===== src/rtl/kgp_clk_pkg.sv =====
// ----------------------------------------------------------------------------
// kgp_clk_pkg
//
// Purpose : Shared constants and types for the KGP_RISC clock-enable
//           scheduler. The phase-qualified datapath of the core imports the
//           same package, so phase indices and the phase count stay in one
//           place.
//
// Contents: DIV_W / DIV_DEFAULT / NUM_PHASES defaults, sequencer state
//           encoding, phase index constants PH_IF..PH_WB and a phase
//           increment helper.
// ----------------------------------------------------------------------------
package kgp_clk_pkg;

    localparam int DIV_W       = 4;
    localparam int DIV_DEFAULT = 8;
    localparam int NUM_PHASES  = 5;
    localparam int PHASE_W     = 3;

    typedef enum logic [1:0] {
        ST_IDLE  = 2'd0,
        ST_RUN   = 2'd1,
        ST_STEP  = 2'd2,
        ST_DRAIN = 2'd3
    } seq_state_t;

    localparam logic [PHASE_W-1:0] PH_IF  = 3'd0;
    localparam logic [PHASE_W-1:0] PH_ID  = 3'd1;
    localparam logic [PHASE_W-1:0] PH_EX  = 3'd2;
    localparam logic [PHASE_W-1:0] PH_MEM = 3'd3;
    localparam logic [PHASE_W-1:0] PH_WB  = 3'd4;

    // Next phase index, wrapping from n_phases-1 back to PH_IF.
    function automatic logic [PHASE_W-1:0] next_phase(
        input logic [PHASE_W-1:0] ph,
        input int                 n_phases
    );
        if (ph == PHASE_W'(n_phases - 1)) begin
            return PH_IF;
        end
        return ph + 1'b1;
    endfunction

endpackage


===== src/rtl/tick_counter.sv =====
// ----------------------------------------------------------------------------
// tick_counter
//
// Purpose : Divide counter for the phase sequencer. Counts 0..div_act and
//           wraps. Holds the active divide ratio and a shadow copy so that a
//           ratio written while the core is running only takes effect at the
//           next wrap, never truncating a period in progress.
//
// Ports   :
//   clock      in   system clock
//   resetn     in   asynchronous active-low reset
//   i_hold     in   sequencer is idle: counter held at 0, writes load directly
//   i_cfg_wr   in   one-cycle strobe loading i_cfg_div
//   i_cfg_div  in   new divide ratio (0 = wrap every cycle)
//   o_cnt      out  current count
//   o_wrap     out  count has reached div_act (last cycle of the period)
// ----------------------------------------------------------------------------
module tick_counter
    import kgp_clk_pkg::*;
#(
    parameter int DIV_W       = kgp_clk_pkg::DIV_W,
    parameter int DIV_DEFAULT = kgp_clk_pkg::DIV_DEFAULT
) (
    input  logic             clock,
    input  logic             resetn,
    input  logic             i_hold,
    input  logic             i_cfg_wr,
    input  logic [DIV_W-1:0] i_cfg_div,
    output logic [DIV_W-1:0] o_cnt,
    output logic             o_wrap
);

    logic [DIV_W-1:0] r_cnt;
    logic [DIV_W-1:0] r_div_act;
    logic [DIV_W-1:0] r_div_shadow;
    logic [DIV_W-1:0] w_div_reload;

    assign o_cnt  = r_cnt;
    assign o_wrap = (r_cnt == r_div_act);

    // A write landing in the wrap cycle itself is the latest write before
    // the wrap, so it bypasses the shadow and is used straight away.
    assign w_div_reload = i_cfg_wr ? i_cfg_div : r_div_shadow;

    always_ff @(posedge clock or negedge resetn) begin
        if (!resetn) begin
            r_cnt        <= '0;
            r_div_act    <= DIV_W'(DIV_DEFAULT);
            r_div_shadow <= DIV_W'(DIV_DEFAULT);
        end else if (i_hold) begin
            r_cnt <= '0;
            if (i_cfg_wr) begin
                r_div_act    <= i_cfg_div;
                r_div_shadow <= i_cfg_div;
            end
        end else begin
            if (i_cfg_wr) begin
                r_div_shadow <= i_cfg_div;
            end
            if (o_wrap) begin
                r_cnt     <= '0;
                r_div_act <= w_div_reload;
            end else begin
                r_cnt <= r_cnt + 1'b1;
            end
        end
    end

endmodule


===== src/rtl/phase_sequencer.sv =====
// ----------------------------------------------------------------------------
// phase_sequencer
//
// Purpose : Clock-enable scheduler for the KGP_RISC core. Generates a divided
//           tick and a one-hot five-phase strobe (IF, ID, EX, MEM, WB) from
//           the system clock, with run / halt / single-step control that acts
//           on instruction boundaries. No clocks are derived here; downstream
//           logic stays on `clock` and qualifies updates with `phase_en`.
//
// Handshake: run and halt_req are levels sampled every clock; step_req is a
//           pulse honoured only in IDLE. step_ack / instr_done / tick are
//           single-cycle pulses. All outputs decode registered state only.
//
// Ports   :
//   clock       in   system clock
//   resetn      in   asynchronous active-low reset
//   cfg_wr      in   strobe loading cfg_div
//   cfg_div     in   divide ratio, tick period is cfg_div+1 clocks
//   run         in   free-run while high
//   halt_req    in   stop at next instruction boundary
//   step_req    in   run exactly one instruction from IDLE
//   step_ack    out  pulse when the stepped instruction completes
//   halted      out  high while IDLE
//   tick        out  one-cycle enable at the end of each divided period
//   phase       out  current phase index
//   phase_en    out  tick decoded by phase (one-hot or zero)
//   instr_done  out  tick in the last phase
//   dbg_state   out  current sequencer state encoding
// ----------------------------------------------------------------------------
module phase_sequencer
    import kgp_clk_pkg::*;
#(
    parameter int DIV_W       = kgp_clk_pkg::DIV_W,
    parameter int DIV_DEFAULT = kgp_clk_pkg::DIV_DEFAULT,
    parameter int NUM_PHASES  = kgp_clk_pkg::NUM_PHASES
) (
    input  logic                  clock,
    input  logic                  resetn,
    input  logic                  cfg_wr,
    input  logic [DIV_W-1:0]      cfg_div,
    input  logic                  run,
    input  logic                  halt_req,
    input  logic                  step_req,
    output logic                  step_ack,
    output logic                  halted,
    output logic                  tick,
    output logic [2:0]            phase,
    output logic [NUM_PHASES-1:0] phase_en,
    output logic                  instr_done,
    output logic [1:0]            dbg_state
);

    seq_state_t       r_state;
    seq_state_t       w_state_nxt;
    logic [2:0]       r_phase;
    logic [2:0]       w_phase_nxt;

    logic [DIV_W-1:0] w_cnt;
    logic             w_wrap;
    logic             w_idle;
    logic             w_tick;
    logic             w_instr_done;
    logic             w_at_boundary;
    logic             w_stop_req;

    assign w_idle = (r_state == ST_IDLE);

    tick_counter #(
        .DIV_W       (DIV_W),
        .DIV_DEFAULT (DIV_DEFAULT)
    ) u_tick_counter (
        .clock     (clock),
        .resetn    (resetn),
        .i_hold    (w_idle),
        .i_cfg_wr  (cfg_wr),
        .i_cfg_div (cfg_div),
        .o_cnt     (w_cnt),
        .o_wrap    (w_wrap)
    );

    assign w_tick       = w_wrap & ~w_idle;
    assign w_instr_done = w_tick & (r_phase == 3'(NUM_PHASES - 1));
    assign w_stop_req   = ~run | halt_req;

    // Nothing of the current instruction has been issued yet: start of the
    // first period and no tick this cycle (with a divide of 0 the very first
    // cycle already carries the IF tick, so it is not a clean boundary).
    assign w_at_boundary = (w_cnt == '0) && (r_phase == PH_IF) && !w_tick;

    // ------------------------------------------------------------------
    // State and phase registers
    // ------------------------------------------------------------------
    always_ff @(posedge clock or negedge resetn) begin
        if (!resetn) begin
            r_state <= ST_IDLE;
            r_phase <= PH_IF;
        end else begin
            r_state <= w_state_nxt;
            r_phase <= w_phase_nxt;
        end
    end

    // ------------------------------------------------------------------
    // Next-state logic
    // ------------------------------------------------------------------
    always_comb begin
        w_state_nxt = r_state;
        case (r_state)
            ST_IDLE: begin
                // halt_req > run > step_req
                if (!halt_req) begin
                    if (run) begin
                        w_state_nxt = ST_RUN;
                    end else if (step_req) begin
                        w_state_nxt = ST_STEP;
                    end
                end
            end
            ST_RUN: begin
                if (w_stop_req) begin
                    // Stopping on the completing tick or before anything was
                    // issued needs no drain.
                    if (w_at_boundary || w_instr_done) begin
                        w_state_nxt = ST_IDLE;
                    end else begin
                        w_state_nxt = ST_DRAIN;
                    end
                end
            end
            ST_STEP: begin
                if (w_instr_done) begin
                    w_state_nxt = ST_IDLE;
                end
            end
            ST_DRAIN: begin
                if (w_instr_done) begin
                    w_state_nxt = ST_IDLE;
                end
            end
            default: begin
                w_state_nxt = ST_IDLE;
            end
        endcase
    end

    // ------------------------------------------------------------------
    // Phase advance: one step per tick, parked at IF while idle. A divide
    // change only affects the counter, never the phase.
    // ------------------------------------------------------------------
    always_comb begin
        w_phase_nxt = r_phase;
        if (w_idle) begin
            w_phase_nxt = PH_IF;
        end else if (w_tick) begin
            w_phase_nxt = next_phase(r_phase, NUM_PHASES);
        end
    end

    // ------------------------------------------------------------------
    // Output decode (registered state only)
    // ------------------------------------------------------------------
    always_comb begin
        phase_en = '0;
        if (w_tick) begin
            for (int i = 0; i < NUM_PHASES; i++) begin
                if (r_phase == 3'(i)) begin
                    phase_en[i] = 1'b1;
                end
            end
        end
    end

    assign tick       = w_tick;
    assign instr_done = w_instr_done;
    assign step_ack   = w_instr_done & (r_state == ST_STEP);
    assign halted     = w_idle;
    assign phase      = r_phase;
    assign dbg_state  = r_state;

endmodule


===== config.mk =====
export PLATFORM = sky130hd
export DESIGN_NAME = phase_sequencer
export DESIGN_NICKNAME = d
export VERILOG_FILES = /design/src/rtl/kgp_clk_pkg.sv /design/src/rtl/tick_counter.sv /design/src/rtl/phase_sequencer.sv
export SDC_FILE = /design/constraint.sdc
export NUM_CORES = 1
export LEC_CHECK = 0
export CORE_MARGIN = 4
export CORE_UTILIZATION = 30
export DETAILED_ROUTE_END_ITERATION = 7
export PLACE_DENSITY_LB_ADDON = 0.08
export SLEW_MARGIN = 20
export SYNTH_ARGS = -nofsm -noshare
export SYNTH_HDL_FRONTEND = slang
export SYNTH_SLANG_ARGS = --single-unit

===== constraint.sdc =====
create_clock -name clock -period 1.3 [get_ports clock]
set_input_delay 0.13 -clock clock [delete_from_list [all_inputs] [get_ports clock]]
set_output_delay 0.13 -clock clock [all_outputs]
set_load 0.01 [all_outputs]

## After elaboration in Yosys (flattened, before gate mapping)

Cells that the tools add are included.

- Bitwise logic cells: 6
- Equality and inequality tests: 13
- Mux-type cells: 25
- Add/sub/neg operators: 2
- Reduce and logical (&&, ||, !) cells: 12

Operators by type and width:

| kind | count |
|---|---|
| $mux 4 | 6 |
| $mux 2 | 6 |
| $mux 3 | 4 |
| $mux 1 | 7 |
| $eq 3x2->1 const B | 2 |
| $ne 2x2->1 const B | 3 |
| $pmux 2 s3 | 1 |
| $mux 5 | 1 |
| $add 4x1->4 const B | 1 |
| $eq 2x2->1 const B | 2 |
| $eq 4x4->1 | 1 |
| $logic_not 4->1 | 1 |
| $reduce_and 4->1 | 1 |
| $reduce_bool 2->1 | 2 |
| $add 3x1->3 const B | 1 |
| $and 1x1->1 | 3 |
| $eq 3x1->1 const B | 1 |
| $eq 3x3->1 const B | 1 |
| $logic_not 3->1 | 1 |
| $ne 3x3->1 const B | 1 |
| $eq 2x1->1 const B | 1 |
| $logic_and 1x1->1 | 2 |
| $logic_not 2->1 | 1 |
| $ne 2x1->1 const B | 1 |
| other kinds (6) | 7 |

- Output and inout port bits: 14
- Flip-flop bits (word level): 17
- Word-level logic and storage cells: 63
- Input bits: 10

## Logic depth before layout (Yosys ltp)

Gate-level depths: netlist of the first run.

- Depth after elaboration: 9
- Mapped depth: 7
- Mapped depth without buffers: 6

## Hierarchy

A second synthesis of the first run with hierarchy kept.

- Cell total of the unflattened synthesis: 101
- Area, all modules: 1049.8 sq um

By module, submodules not included:

| module | seq. area each (sq um) | instances | area an instance (sq um) | cells an instance |
|---|---|---|---|---|
| tick_counter | 302.8 | 1 | 641.9 | 56 |
| phase_sequencer | 125.1 | 1 | 407.9 | 45 |

## Least setup slack after synthesis of the first run

Ideal clock, no wire load.

- Path kind: flip-flop to output port
- Start point: register u_tick_counter.r_cnt[1] (netlist: u_tick_counter.o_cnt[1])
- End point: output port phase_en[4]
- Path slack: -0.272 ns
- Buffers on the path: 1
- Stages on the path, launching flop included: 6
- Arrival: 1.442 ns
- Required time: 1.170 ns
- Cells stage by stage: dfrtp_1 xnor2_1 nand4_2 nand2b_1 nor2_1 buf_4

- Longest elaborated chain between the ends: 3

Ends and longest elaborated chain:

| item | RTL line | RTL |
|---|---|---|
| start: declaration | tick_counter.sv:33 | `logic [DIV_W-1:0] r_cnt;` |
| start signal: assignment | tick_counter.sv:64 | `r_cnt <= r_cnt + 1'b1;` |
| $eq 4x4->1 | tick_counter.sv:39 | `assign o_wrap = (r_cnt == r_div_act);` |
| $and 1x1->1 | phase_sequencer.sv:81 | `assign w_tick = w_wrap & ~w_idle;` |
| $mux 5 | phase_sequencer.sv:164 | `if (w_tick) begin` |
| end: declaration | phase_sequencer.sv:48 | `output logic [NUM_PHASES-1:0] phase_en,` |

No other way between the ends.

## Final worst setup path of the first run

- Start point: register u_tick_counter.r_div_act[3]
- End point: output port step_ack

- Longest elaborated chain between the ends: 4

Ends and longest elaborated chain:

| item | RTL line | RTL |
|---|---|---|
| start: declaration | tick_counter.sv:34 | `logic [DIV_W-1:0] r_div_act;` |
| start signal: assignment | tick_counter.sv:48 | `r_div_act <= DIV_W'(DIV_DEFAULT);` |
| start signal: assignment | tick_counter.sv:53 | `r_div_act <= i_cfg_div;` |
| start signal: assignment | tick_counter.sv:62 | `r_div_act <= w_div_reload;` |
| $eq 4x4->1 | tick_counter.sv:39 |  |
| $and 1x1->1 | phase_sequencer.sv:81 |  |
| $and 1x1->1 | phase_sequencer.sv:82 | `assign w_instr_done = w_tick & (r_phase == 3'(NUM_PHASES - 1));` |
| $and 1x1->1 | phase_sequencer.sv:175 | `assign step_ack = w_instr_done & (r_state == ST_STEP);` |
| end: declaration | phase_sequencer.sv:44 | `output logic step_ack,` |

No other way between the ends.

==> results of run 1 <==
## cells in the final DEF, fill, tap and decap left out, types with 4 or more instances in the layout
| cell type | instances |
|---|---|
| clkdlybuf4s50_1 | 9 |
| buf_6 | 15 |
| ha_1 | 7 |
| inv_1 | 7 |
| dfrtp_1 | 13 |
| buf_4 | 32 |
| a22oi_1 | 4 |
| mux2_2 | 4 |
## power breakdown
part           leakage, nW  switching [mW]  internal, mW
registers            0.201           0.176         0.747
clock network       0.0177           0.173         0.114
logic                0.612            1.16          1.67
total                0.831            1.51          2.53
## final cells by class
| cell class | instances | area, µm² | area share |
|---|---|---|---|
| clock buffer | 3 | 22.52 | 0.01258 |
| inverter | 9 | 41.29 | 0.02306 |
| tap | 46 | 57.56 | 0.03215 |
| clock inverter | 1 | 5.005 | 0.002795 |
| timing repair buffer | 64 | 556.8 | 0.3110 |
| sequential | 17 | 430.4 | 0.2404 |
| multi-input combinational | 62 | 676.9 | 0.3781 |
## routing by layer
metal / up-vias / GRT usage / part of all wire
li1: 454 / - / -
met1: 420 / 0.1537 / 0.42
met2: 20 / 0.2129 / 0.51
met3: 4 / 0.02192 / 0.050
met4: 0 / 0.04569 / 0.012
met5: - / 0 / 0
## Yosys cell counts, types with 2 or more instances
| library cell | number | area (µm²) |
|---|---|---|
| and3_1 | 3 | 18.77 |
| nand2_1 | 3 | 11.26 |
| dfrtp_1 | 15 | 375.4 |
| a22oi_1 | 4 | 30.03 |
| inv_1 | 7 | 26.28 |
| inv_2 | 2 | 7.510 |
| dfstp_2 | 2 | 52.55 |
| nand2b_1 | 2 | 12.51 |
| nor2_1 | 6 | 22.52 |
| o211ai_1 | 2 | 15.01 |
| o2bb2ai_1 | 4 | 35.03 |
| mux2_2 | 4 | 45.04 |
| xnor2_2 | 3 | 48.80 |
| xnor2_1 | 2 | 17.52 |
| o21ai_0 | 2 | 10.01 |
| ha_1 | 7 | 87.58 |
## cells by family (layout without fill, tap and decap cells)
logic type,after synthesis,in the layout
compound gates,18,18
fa+ha+maj,7,7
xor+xnor,6,6
simple gates,26,26
mux,5,5
buf+inv,11,77
flops,17,17
## flip-flops by register name, summed over array words and instances, names as in the netlist
| register | cells |
|---|---|
| u_tick_counter.o_cnt | 4 |
| u_tick_counter.r_div_act | 4 |
| u_tick_counter.r_div_shadow | 4 |
| phase | 3 |
| dbg_state | 2 |
## through the flow
stage / util / power (mW)
final: 0.5366 / 4.041
after global routing: 0.5366 / 4.348
after CTS: 0.5283 / 3.998
after detailed placement: 0.4833 / 3.223
after global placement: 0.4833 / 3.191
after floorplan: - / 2.104
## worst paths after layout
| path | start | to | slack, ns | cells after the start |
|---|---|---|---|---|
| min | resetn | phase[2]$_DFFE_PN0P_ | 0.19 | 2 |
| max reg2reg | u_tick_counter.r_div_act[3]$_DFFE_PN1P_ | dbg_state[1]$_DFFE_PN0P_ | -0.38 | 7 |
| min in group clock | cfg_div[1] | u_tick_counter.r_div_shadow[1]$_DFF_PN0_ | 0.48 | 2 |
| min reg2reg | u_tick_counter.r_div_shadow[1]$_DFF_PN0_ | u_tick_counter.r_div_shadow[1]$_DFF_PN0_ | 0.52 | 1 |
| max in group asynchronous | resetn | u_tick_counter.r_div_act[3]$_DFFE_PN1P_ | 0.86 | 2 |
| max | u_tick_counter.r_div_act[3]$_DFFE_PN1P_ | step_ack | -0.55 | 6 |
## critical path, cell delays in order (launching register included)
cell	delay, ns
dfstp_2	0.60
xnor2_4	0.13
nand4_2	0.13
buf_6	0.14
nand2b_4	0.14
nor3b_2	0.14
buf_2	0.14
## what timing repair did
action / in CTS / in global routing
pin swaps: 12 / 5
endpoints found under the setup margin: 25 / 24
resized for setup: 63 / 14
buffers inserted: 9 / 3
==> run metrics, run 1 <==
largest family of logic cells by synthesized area=compound AO/OA/AOI/OAI gates; area grow syn2layout=73.04%; post-synthesis sequential area ratio=0.4135; Slew @ Worst Pin=0.2532 ns; WHS=0.1891 ns; initial antenna violation count=0; CTS sink count=17; fin crit period=1.847 ns; fillers=312; worst hold path class=primary input to async pin; power per cell area=2257 nW/µm²; Cell Area, Placed=1613 µm²; vias per cell=4.446; mux share of post-synthesis cell area=0.05320; # placed instances=191; CTS tree=done; type of the worst setup path=flip-flop to output pin; Initial Util=0.3101; placer congestion estimate=0.7442; achievable frequency=541.5 MHz; Die Y=66.73 µm; Post-CTS Hold Buffers=0; H-tree levels=1; Port Buffers=23; largest net degree at the start of global routing=18; run status=finished with violations; Slew headroom=0.8306; Die Width=66.73 µm; row count=21; antenna-violating nets left=0; Final Hold Viols=0; EDFF count, synth=0; CTS Buf Count=3; post-route cell area=1790 µm²; post-synthesis compound-gate area fraction=0.1765; Initial DRT Pass Iterations=4; ant diodes=0; CP max FO=2; synth warn=0; Total Wirelength=2.454 mm; Setup crit end kind=output pin; DRC errors left=0; TNS Setup=-6.328 ns; adder-cell area share of the yosys netlist=0.08464; syn_area_per_cell=11.50 µm²; failing checks=setup timing; worst-case vdd ir drop=0.001327 V; vias in the first global route=940; Gate Count Post-Synth=90; overall routing resource usage=0.1240; setup violators final=22; share of cells above drive strength 1=0.6026; Final WS setup=-0.5466 ns; die area=4453 µm²; worst clock skew=0.009787 ns; first-pass GRT wire length=4.126 mm; post-synthesis async set-or-reset flop share=1.000; Final Non-Filler Cells=202; Vias=898; Final HPWL DP=1.846 mm; initial DRC count=35; CP Data Arrival Time=1.72 ns; root buf cell=clkbuf_4; Synth Area in XOR/XNOR=0.07255; nets=174; Seq cells post-synth=17; mapped cell area=1035 µm²; Post-synth top flop=dfrtp_1; Final period util=1.420; core area=3337 µm²; CP Data Required Time=1.17 ns; simple logic cell fraction of the synthesized area=0.1548; leakage power=0.8309 nW; io pins=24; RSZ-0062 raised after global routing=yes; worst skew pair latency=0.29 ns; pre-CTS setup slack=-0.6313 ns; Slew Limit Fails=0; Netlist cell types=38; CP Launch Type=flip-flop; post-synthesis net count=107; MaxCap Viol Count=0; routed len/inst=12.15 µm; gr ovfl total=0; Max Root-Sink Buffers=2; clk slew on worst S/H paths=0.11 ns
Note: power is estimated with default switching activity, not from simulation.
==> run 2, diff against run 1 <==
--- a/config.mk
+++ b/config.mk
@@ -7,6 +7,7 @@
 export LEC_CHECK = 0
 export CORE_MARGIN = 4
 export CORE_UTILIZATION = 30
+export CTS_CLUSTER_SIZE = 40
 export DETAILED_ROUTE_END_ITERATION = 7
 export PLACE_DENSITY_LB_ADDON = 0.08
 export SLEW_MARGIN = 20
==> results of run 2 <==
Final layout, timing and power as in run 1 (identical DEF).
==> run 3, diff against run 2 <==
--- a/config.mk
+++ b/config.mk
@@ -10,6 +10,7 @@
 export CTS_CLUSTER_SIZE = 40
 export DETAILED_ROUTE_END_ITERATION = 7
 export PLACE_DENSITY_LB_ADDON = 0.08
+export SKIP_LAST_GASP = 1
 export SLEW_MARGIN = 20
 export SYNTH_ARGS = -nofsm -noshare
 export SYNTH_HDL_FRONTEND = slang
==> run 3 against run 2 <==
  * Hold slack is essentially flat
  * Largest cell class unchanged
  * Clock power barely moved
  * Critical endpoint unchanged
  * Total power is 0.19% lower
  * Flip-flop and latch count unchanged
  * Cell area about the same
  * Global-route usage is essentially flat
  * The flow still finishes with violations (setup timing)
  * First-iteration DRC count down 14%
  * Sequential share of layout area is essentially flat
  * Sequential power barely moved
  * Register-to-register slack about the same
  * Critical path type unchanged
  * Non-clock buffer count is the same
==> run metrics, run 3 (synthesis gave the netlist of run 1 again) <==
CTS sink count=17; Setup crit end kind=output pin; pre-CTS setup slack=-0.6313 ns; Final HPWL DP=1.846 mm; share of cells above drive strength 1=0.6026; H-tree levels=1; TNS Setup=-6.330 ns; Final period util=1.421; die area=4453 µm²; Max Root-Sink Buffers=2; Total Wirelength=2.452 mm; FF-to-FF path depth=7; Final Hold Viols=0; placer congestion estimate=0.7442; setup violators final=22; CP peak stage delay=0.60 ns; Final Non-Filler Cells=202; overall routing resource usage=0.1244; Worst path slowest cell=dfstp_2; io pins=24; worst-case vdd ir drop=0.001327 V; Die Y=66.73 µm; fin crit period=1.847 ns; CP Data Arrival Time=1.72 ns; area grow syn2layout=72.91%; DRC errors left=0; run status=finished with violations; routed len/inst=12.14 µm; CP Data Required Time=1.17 ns; initial antenna violation count=0; vias per cell=4.446; worst skew pair latency=0.29 ns; Slew @ Worst Pin=0.2532 ns; ant diodes=0; nets=174; Die Width=66.73 µm; crit path cell chain=xnor2_4, nand4_2, buf_6, nand2b_4, nor3b_2, buf_2; root buf cell=clkbuf_4; Reg area=430.4 µm²; CTS tree=done; fillers=313; row count=21; WHS=0.1891 ns; largest net degree at the start of global routing=18; gr ovfl total=0; Final WS setup=-0.5472 ns; CP bufs+invs=2; Multi-input gate area=676.9 µm²; worst clock skew=0.009756 ns; delay-heaviest family, CP=flip-flops; worst hold path class=primary input to async pin; Worst path depth=6; commonest non-fill, non-tap cell in the layout=buf_4; Vias=898; MaxCap Viol Count=0; CTS Buf Count=3; antenna-violating nets left=0; CP max FO=2; Initial Util=0.3101; Port Buffers=23; Slew headroom=0.8306; failing checks=setup timing; Post-CTS Hold Buffers=0; type of the worst setup path=flip-flop to output pin; vias in the first global route=944; power per cell area=2254 nW/µm²; core area=3337 µm²; Initial DRT Pass Iterations=4; first-pass GRT wire length=4.140 mm; most frequent cells in the layout=32 x buf_4, 15 x buf_6, 13 x dfrtp_1; clk slew on worst S/H paths=0.11 ns; RSZ-0062 raised after global routing=yes; achievable frequency=541.4 MHz; initial DRC count=30; Slew Limit Fails=0; leakage power=0.8331 nW; # placed instances=191; CP Launch Type=flip-flop
-- run 3: changes by cell type in the layout (fill, tap and decap cells not counted) --
| cell | before | now |
|---|---|---|
| dlygate4sd2_1 | 2 | 3 |
| clkdlybuf4s15_1 | 2 | 1 |
-- run 3: what timing repair did --
item	4_1_cts	5_1_grt
resized for setup	62	14
pin swaps	10	6
setup endpoints to repair	25	24
buffers inserted	9	3
-- run 3: layer usage --
metal / global-route usage / vias to the layer above / share of wire
met5: 0 / - / 0
met4: 0.04569 / 0 / 0.012
met3: 0.02192 / 4 / 0.050
met2: 0.2129 / 20 / 0.52
met1: 0.1547 / 420 / 0.42
li1: - / 454 / -
-- run 3: stage by stage --
stage	total power, mW	util	cell area, µm²
final	4.033	0.5362	1789
after global routing	4.343	0.5362	1789
after CTS	3.985	0.5264	1757
after detailed placement	3.223	0.4833	1613
after global placement	3.191	0.4833	1613
after floorplan	2.104	-	1082
-- run 3: final timing paths --
path                                                          start                                  endpoint  slack, ns
setup reg to reg            u_tick_counter.r_div_act[3]$_DFFE_PN1P_                  dbg_state[1]$_DFFE_PN0P_      -0.38
hold reg to reg            u_tick_counter.r_div_shadow[1]$_DFF_PN0_  u_tick_counter.r_div_shadow[1]$_DFF_PN0_       0.52
hold / removal                                               resetn                      phase[2]$_DFFE_PN0P_       0.19
setup / recovery            u_tick_counter.r_div_act[3]$_DFFE_PN1P_                                  step_ack      -0.55
max in group asynchronous                                    resetn   u_tick_counter.r_div_act[3]$_DFFE_PN1P_       0.86
min in group clock                                       cfg_div[1]  u_tick_counter.r_div_shadow[1]$_DFF_PN0_       0.48
-- run 3: cell type report --
type,count,share of cell area
multi-input combinational,62,0.3783
timing repair buffer,64,0.3105
sequential,17,0.2406
tap,46,0.03217
inverter,9,0.02308
clock buffer,3,0.01259
clock inverter,1,0.002797
-- run 3: power breakdown --
part           switching [mW]  internal, mW  total [mW]
Combinational            1.15          1.67        2.82
Sequential              0.176         0.747       0.923
Clock                   0.173         0.114       0.287
Total                    1.50          2.53        4.03
